<file path="src/rtl/rot_pkg.sv">
// Shared types for the iterative rotator: FSM state, reference width and amount type.
package rot_pkg;

    localparam int unsigned ROT_WIDTH = 32;

    typedef logic [$clog2(ROT_WIDTH)-1:0] rot_amt_t;

    typedef enum logic [1:0] {
        IDLE = 2'd0,
        BUSY = 2'd1,
        DONE = 2'd2
    } rotl_state_t;

endpackage

</file>
<file path="src/rtl/rotl_step.sv">
// Combinational left rotate of a WIDTH-bit word by 0..STEP bits.
module rotl_step #(
    parameter int unsigned WIDTH = 32,
    parameter int unsigned STEP  = 1,
    localparam int unsigned SW   = $clog2(STEP + 1)
) (
    input  logic [WIDTH-1:0] din,
    input  logic [SW-1:0]    amt,
    output logic [WIDTH-1:0] dout_c
);

    // Shifting the doubled word and keeping the upper half wraps MSBs into the LSBs.
    always_comb begin
        dout_c = WIDTH'(({din, din} << amt) >> WIDTH);
    end

endmodule

</file>
<file path="src/rtl/rotl_iter.sv">
// Multi-cycle variable left rotator with valid/ready request and result handshakes.
// Optional right-rotation request via in_dir when ROTL_RIGHT_EN is defined.
module rotl_iter
    import rot_pkg::*;
#(
    parameter int unsigned WIDTH = ROT_WIDTH,
    parameter int unsigned STEP  = 1,
    localparam int unsigned AW   = $clog2(WIDTH)
) (
    input  logic             clk,
    input  logic             rst,
    input  logic             in_valid,
    output logic             in_ready,
    input  logic [WIDTH-1:0] in_data,
    input  logic [AW-1:0]    in_amt,
`ifdef ROTL_RIGHT_EN
    input  logic             in_dir,
`endif
    output logic             out_valid,
    input  logic             out_ready,
    output logic [WIDTH-1:0] out_data
);

    localparam int unsigned SW = $clog2(STEP + 1);

    rotl_state_t      state;
    logic [WIDTH-1:0] data_reg;
    logic [AW-1:0]    rem;
    logic [AW-1:0]    load_amt;
    logic [SW-1:0]    step_amt;
    logic [WIDTH-1:0] step_data;

    // Right rotation by n is a left rotation by (WIDTH - n) mod WIDTH.
`ifdef ROTL_RIGHT_EN
    always_comb begin
        load_amt = in_dir ? AW'(WIDTH - 32'(in_amt)) : in_amt;
    end
`else
    always_comb begin
        load_amt = in_amt;
    end
`endif

    always_comb begin
        step_amt = (rem < AW'(STEP)) ? SW'(rem) : SW'(STEP);
    end

    rotl_step #(
        .WIDTH (WIDTH),
        .STEP  (STEP)
    ) u_step (
        .din    (data_reg),
        .amt    (step_amt),
        .dout_c (step_data)
    );

    always_ff @(posedge clk) begin
        if (rst) begin
            state     <= IDLE;
            in_ready  <= 1'b1;
            out_valid <= 1'b0;
            data_reg  <= '0;
            rem       <= '0;
        end else begin
            case (state)
                IDLE: begin
                    if (in_valid) begin
                        data_reg <= in_data;
                        rem      <= load_amt;
                        in_ready <= 1'b0;
                        state    <= BUSY;
                    end
                end
                BUSY: begin
                    if (rem != '0) begin
                        data_reg <= step_data;
                        rem      <= rem - AW'(step_amt);
                    end else begin
                        out_valid <= 1'b1;
                        state     <= DONE;
                    end
                end
                DONE: begin
                    if (out_ready) begin
                        out_valid <= 1'b0;
                        in_ready  <= 1'b1;
                        state     <= IDLE;
                    end
                end
                default: begin
                    out_valid <= 1'b0;
                    in_ready  <= 1'b1;
                    state     <= IDLE;
                end
            endcase
        end
    end

    assign out_data = data_reg;

endmodule

</file>
<file path="config.mk">
export PLATFORM = sky130hd
export DESIGN_NAME = rotl_iter
export DESIGN_NICKNAME = d
export VERILOG_FILES = /design/src/rtl/rot_pkg.sv /design/src/rtl/rotl_step.sv /design/src/rtl/rotl_iter.sv
export SDC_FILE = /design/constraint.sdc
export NUM_CORES = 1
export LEC_CHECK = 0
export CORE_MARGIN = 1.5
export CORE_UTILIZATION = 50
export CTS_BUF_LIST = sky130_fd_sc_hd__clkbuf_8
export CTS_CLUSTER_DIAMETER = 50
export CTS_CLUSTER_SIZE = 16
export DETAILED_ROUTE_END_ITERATION = 7
export HOLD_SLACK_MARGIN = 0.12
export PLACE_DENSITY = 0.8
export SYNTH_ARGS = -nofsm -noshare
export SYNTH_HDL_FRONTEND = slang
export SYNTH_HIERARCHICAL = 1
export SYNTH_SLANG_ARGS = --single-unit
</file>
<file path="constraint.sdc">
create_clock -name clk -period 2.21 [get_ports clk]
set_input_delay 0.3315 -clock clk [delete_from_list [all_inputs] [get_ports clk]]
set_output_delay 0.3315 -clock clk [all_outputs]
set_load 0.02 [all_outputs]
</file>
; Yosys cells after proc, flatten, opt, wreduce, memory -nomap -nowiden
; Cells that the tools add are included.
[word_totals]
regBits = 41
out_inout_bits = 34
[op_classes]
n_addsub = 1
magnitude_cmp = 1
n_eq_ne = 6
shift = 1
muxes = 17
bitwise = 2
reduce_logical = 7
[ops]
columns = cell, count
row1 = two-way mux 32 bit, 2
row2 = one-hot mux 32 bit (2 select lines), 1
row3 = left shift 64 x 1 -> 64 bit, 1
row4 = AND reduction 3 bit, 4
row5 = two-way mux 5 bit, 2
row6 = one-hot mux 5 bit (2 select lines), 1
row7 = "inequality test 2 bit, second input constant", 4
row8 = two-way mux 2 bit, 3
row9 = one-hot mux 1 bit (3 select lines), 2
row10 = one-hot mux 2 bit (3 select lines), 1
row11 = "< comparator 5 x 1 -> 1 bit, second input constant", 1
row12 = two-way mux 1 bit, 5
row13 = nonzero test 5 bit, 1
row14 = subtractor 5 x 1 -> 5 bit, 1
row15 = "equality test 2 x 1 -> 1 bit, second input constant", 1
row16 = "equality test 2 bit, second input constant", 1
row17 = zero test 2 bit, 1
row18 = NOT 1 bit, 2
row19 = nonzero test 2 bit, 1

; Logic depth before layout (Yosys ltp)
[logic_depth]
ltp_word = 5
depth_mapped = 7
ltp_nobuf = 7

; Modules after synthesis
; The synthesis kept the hierarchy.
[modules_own_cells]
columns = module, n_inst, cells_each, area_each_um2, seq_area_each_um2
row1 = rotl_iter, 1, 240, 2132.0, 820.8
row2 = rotl_step, 1, 36, 544.3, 0.0

; Worst setup path before layout
; OpenSTA, ideal clock, no wires.
[synth_timing]
path_kind = reg2reg
from = register rem[0]
to = register data_reg[12], in the netlist out_data[12]
setup_time_ns = 0.147
arrival_time_ns = 1.444
required_ns = 2.063
slack_ns = 0.619
stages_incl_launch_ff = 8
n_path_buf = 2
path_cell_list = dfxtp_1 > nor3_4 > nand2_1 > buf_6 > buf_12 > mux2_4 > nand2_1 > a311oi_2
[synth_via]
elab_chain_len = 5
elab_cells_between_ends = 8
classes_between = order compare: 1 / eq/ne: 1 / shift: 1 / mux: 3 / reduce/logical: 2
[synth_rtl]
columns = element, line_no
row1 = from (decl), rotl_iter.sv:28  ; logic [AW-1:0] rem;
row2 = from (signal assigned), rotl_iter.sv:69  ; rem <= load_amt;
row3 = from (signal assigned), rotl_iter.sv:77  ; rem <= rem - AW'(step_amt);
row4 = < comparator 5 x 1 -> 1 bit, rotl_iter.sv:45  ; step_amt = (rem < AW'(STEP)) ? SW'(rem) : SW'(STEP);
row5 = two-way mux 1 bit (*), rotl_iter.sv:45
row6 = net step_amt, rotl_iter.sv:30  ; logic [SW-1:0] step_amt;
row7 = left shift 64 x 1 -> 64 bit (*), rotl_step.sv:14  ; dout_c = WIDTH'(({din, din} << amt) >> WIDTH);
row8 = net step_data[12], rotl_iter.sv:31  ; logic [WIDTH-1:0] step_data;
row9 = two-way mux 32 bit (*), rotl_iter.sv:75  ; if (rem != '0) begin
row10 = one-hot mux 32 bit (2 select lines) (*), rotl_iter.sv:65  ; case (state)
row11 = to (signal assigned), rotl_iter.sv:68  ; data_reg <= in_data;
row12 = to (signal assigned), rotl_iter.sv:76  ; data_reg <= step_data;
row13 = to (decl), rotl_iter.sv:27  ; logic [WIDTH-1:0] data_reg;
; Mark *: on every way through the listed nets, which the timed path passes. The rest lies on a longest branch. The select of a mux whose other input is x is not followed.
; A chain may end at the register's enable or synchronous reset.

; Worst setup path after layout
[layout_timing]
from = register rem[0]
to = register data_reg[27], in the netlist out_data[27]
; The elaborated chain is that of the path after synthesis.

==> flow_summary.json <==
{
  "netlist.top_cell.by_area": "sky130_fd_sc_hd__dfxtp_1",
  "cts_setup_buffers": 0,
  "post-synth-top-area-fraction": 0.3067,
  "arrival_ns": 2.02,
  "boundaryPins": 75,
  "hold_viol": 0,
  "post-dp-hpwl_um": 4267,
  "global_route_usage_over_all_layers": 0.2186,
  "worst_slew_margin_rel": 0.6070,
  "timing.final.crit_share": 0.8249,
  "clockBufferDepth": 2,
  "postCtsHoldBufs": 0,
  "route.detailed.drc": 0,
  "drt_iter0_markers": 142,
  "tritoncts_sinks": 41,
  "vdd.ir_drop.worst_mv": 0.8519,
  "required_ns": 2.41,
  "crit_family": "simple AND/OR/NAND/NOR gates",
  "post-synth-top-count-cell": "sky130_fd_sc_hd__nand2_1",
  "synth_nets": 318,
  "clkSlewWorstSetupHoldPaths_ns": 0.08,
  "worst-slew-pin-transition_ns": 0.5895,
  "drt_first_pass_iters": 4,
  "grt_start_max_net_pins": 67,
  "synth_cell_type_count": 31,
  "clock_insertion_delay_worst_skew_ns": 0.30,
  "synth_edf_count": 0,
  "ant_nets": 0,
  "floorplan_core_area_mm2": 0.005140,
  "first_global_vias": 2235,
  "clock_tree_root_driver_cell": "sky130_fd_sc_hd__clkbuf_8",
  "antenna_found_initial": 0,
  "initial_core_util": 0.5207,
  "placement.io_buffers": 74,
  "hp-class": "in -> reg",
  "timing.critical_path.fanout_max": 32,
  "setup.worst_path.start": "rem[0]$_SDFFE_PP0P_",
  "cts_buffers": 5,
  "cp_cell_sequence": "nor3_4 > nand2_2 > buf_4 > mux2_4 > nand2_1 > a311oi_2",
  "critical_path.slowest_cell": "sky130_fd_sc_hd__nor3_4",
  "path_depth": 6,
  "grt_pass1_wl_um": 10380,
  "area_growth_syn_to_layout_pct": 29.22,
  "cell_types_occupying_the_most_area_after_synthesis": "sky130_fd_sc_hd__dfxtp_1, sky130_fd_sc_hd__a311oi_2, sky130_fd_sc_hd__mux2_4, sky130_fd_sc_hd__nand2_1, sky130_fd_sc_hd__nor2_1",
  "layout-drive-gt1-share": 0.2749,
  "num-fill-cells": 434,
  "timing.hold.worst.start": "rst",
  "synth_seq_area_share": 0.3067,
  "achievable-frequency_ghz": 0.5485,
  "fin_skew_ns": 0.007864,
  "nNetsFinal": 383,
  "rrSetupSlack_ns": 0.39,
  "sum_of_negative_setup_slack_ns": 0,
  "power-per-cell-area_mw_per_mm2": 1035,
  "wire_per_inst_um": 14.99,
  "p_leak_nw": 1.346,
  "ys_async_sr_fraction": 0,
  "finalWorstPathRequiredPeriod_ns": 1.823,
  "via_per_inst": 5.522,
  "outcome": "completed",
  "timing.critical_path.to_type": "flip-flop",
  "synthCells": 276,
  "critical_path.n_buffers_inverters": 1,
  "crit-reg2reg-capture": "out_data[27]$_SDFFE_PP0P_",
  "critical_path_startpoint_category": "flip-flop",
  "drv_cap": 0,
  "floorplan.die.height_um": 76.16,
  "gp_congestion": 0.8089,
  "rsz0062_at_grt": "false",
  "total_design_power_w": 0.003580,
  "h_tree_levels": 2,
  "post_cts_resized": 0,
  "worst_setup_slack_final_ns": 0.3869,
  "yosysWarningCount": 6,
  "cpPeakStageDelay_ns": 0.36,
  "syn_avg_cell_area_um2": 9.697,
  "report.final.slew_viol_count": 0,
  "post_synth_instance_area_mm2": 0.002676,
  "cts_tree": "done",
  "fp.dieArea_mm2": 0.005800,
  "die-width_um": 76.16,
  "synthFlopType": "sky130_fd_sc_hd__dfxtp_1",
  "worstSetupEndpoint": "out_data[27]$_SDFFE_PP0P_",
  "fp-row-count": 26,
  "synth_common_cells": "sky130_fd_sc_hd__nand2_1, sky130_fd_sc_hd__dfxtp_1, sky130_fd_sc_hd__nor2_1, sky130_fd_sc_hd__a311oi_2, sky130_fd_sc_hd__mux2_4",
  "pre_cts_ws_ns": 0.2436,
  "synth_seq_cells": 41,
  "dr_total_vias": 2275,
  "crit_type": "reg -> reg",
  "r2r_start": "rem[0]$_SDFFE_PP0P_",
  "totalWireLength_um": 6175,
  "finalSetupViolCount": 0,
  "antenna_cells": 0,
  "worst_r2r_path_depth": 6,
  "grt_overflow_total": 0
}
## flip-flops by register name, summed over array words and instances, names as in the netlist
name	count
in_ready	1
out_data	32
out_valid	1
state	2
rem	5
## logic make-up (layout without fill, tap and decap cells)
logic type,Yosys count,in the layout,synth area share
and+or+nand+nor,118,118,0.1823
AOI/OAI and AO/OA,54,54,0.2426
DFF,41,41,0.3067
muxes,33,33,0.1809
buffers and inverters,29,95,0.08274
adders and majority gates,1,1,0.004674
## layer usage
metal | routed length, µm | global-route usage | up-vias | share of wire
met3 | 284 | 0.04790 | 8 | 0.046
met1 | 2733 | 0.2683 | 1093 | 0.44
met4 | 63 | 0.05556 | 0 | 0.010
met2 | 3095 | 0.3874 | 72 | 0.50
met5 | 0 | 0 | - | 0
li1 | - | - | 1102 | -
## where the power goes
group / switching (W) / total [W] / internal [W] / leakage [nW]
combinational: 0.000973 / 0.00199 / 0.00102 / 0.962
sequential: 0.000193 / 0.00110 / 0.000910 / 0.340
clock: 0.000269 / 0.000487 / 0.000218 / 0.0439
total: 0.00143 / 0.00358 / 0.00215 / 1.35
## placed cells by master (no fill, tap or decap)
cell                              count
sky130_fd_sc_hd__o21ai_0              3
sky130_fd_sc_hd__dfxtp_1             41
sky130_fd_sc_hd__clkdlybuf4s50_1     73
sky130_fd_sc_hd__clkinvlp_4           1
sky130_fd_sc_hd__a31oi_4              1
sky130_fd_sc_hd__and2b_1              1
sky130_fd_sc_hd__nand2_1             68
sky130_fd_sc_hd__clkinv_2             2
sky130_fd_sc_hd__a311oi_2            32
sky130_fd_sc_hd__buf_4                7
sky130_fd_sc_hd__a21o_1               1
sky130_fd_sc_hd__nor2b_1              1
sky130_fd_sc_hd__nor3_4               1
sky130_fd_sc_hd__nand3_1              3
sky130_fd_sc_hd__a31o_2               1
sky130_fd_sc_hd__clkbuf_8             5
sky130_fd_sc_hd__a31oi_1              2
sky130_fd_sc_hd__ha_1                 1
sky130_fd_sc_hd__o21bai_4             1
sky130_fd_sc_hd__a211oi_1             2
sky130_fd_sc_hd__inv_1                5
sky130_fd_sc_hd__nor2_2               7
sky130_fd_sc_hd__nand2_2              1
sky130_fd_sc_hd__buf_12               1
sky130_fd_sc_hd__o32a_1               1
sky130_fd_sc_hd__o31a_1               1
sky130_fd_sc_hd__mux2_2               3
sky130_fd_sc_hd__buf_2                1
sky130_fd_sc_hd__o22ai_1              1
sky130_fd_sc_hd__nor2_1              34
sky130_fd_sc_hd__a32o_1               1
sky130_fd_sc_hd__a21oi_1              7
sky130_fd_sc_hd__nand2b_1             2
sky130_fd_sc_hd__mux2_4              30
## how the worst min path moves through the flow
stage / end / slack (ns) / cells past startpoint
2_1_floorplan: rem[0]$_SDFFE_PP0P_ / 0.47 / 2
4_1_cts: state[1]$_SDFFE_PP0P_ / 0.37 / 2
5_1_grt: state[1]$_SDFFE_PP0P_ / 0.38 / 2
6_report: state[1]$_SDFFE_PP0P_ / 0.38 / 2
3_3_place_gp: in_ready$_SDFFE_PP1P_ / 0.49 / 2
3_5_place_dp: in_ready$_SDFFE_PP1P_ / 0.50 / 2
## metrics by stage
step | instance area, µm² | instances | util | hold slack [ns]
final | 3458 | 412 | 0.6728 | 0.3784
after global routing | 3458 | 412 | 0.6728 | 0.3818
after CTS | 3458 | 412 | 0.6728 | 0.3701
after detailed placement | 3372 | 404 | 0.6560 | 0.5001
after global placement | 3372 | 404 | 0.6560 | 0.4881
after floorplan | 2676 | 276 | - | 0.4652
## worst register-to-register path: stages (launching register included)
cell and delay, ns:
sky130_fd_sc_hd__dfxtp_1 0.35, sky130_fd_sc_hd__nor3_4 0.36, sky130_fd_sc_hd__nand2_2 0.08, sky130_fd_sc_hd__buf_4 0.32
sky130_fd_sc_hd__mux2_4 0.28, sky130_fd_sc_hd__nand2_1 0.06, sky130_fd_sc_hd__a311oi_2 0.28
## final cells by class
| class | count | area (µm²) | area share |
|---|---|---|---|
| timing repair buffer | 82 | 808.3 | 0.2337 |
| sequential | 41 | 820.8 | 0.2373 |
| multi-input combinational | 206 | 1637 | 0.4732 |
| inverter | 5 | 18.77 | 0.005427 |
| clock buffer | 5 | 68.82 | 0.01990 |
| tap | 70 | 87.58 | 0.02533 |
| clock inverter | 3 | 17.52 | 0.005065 |
Power figures use the tool's default switching activity.
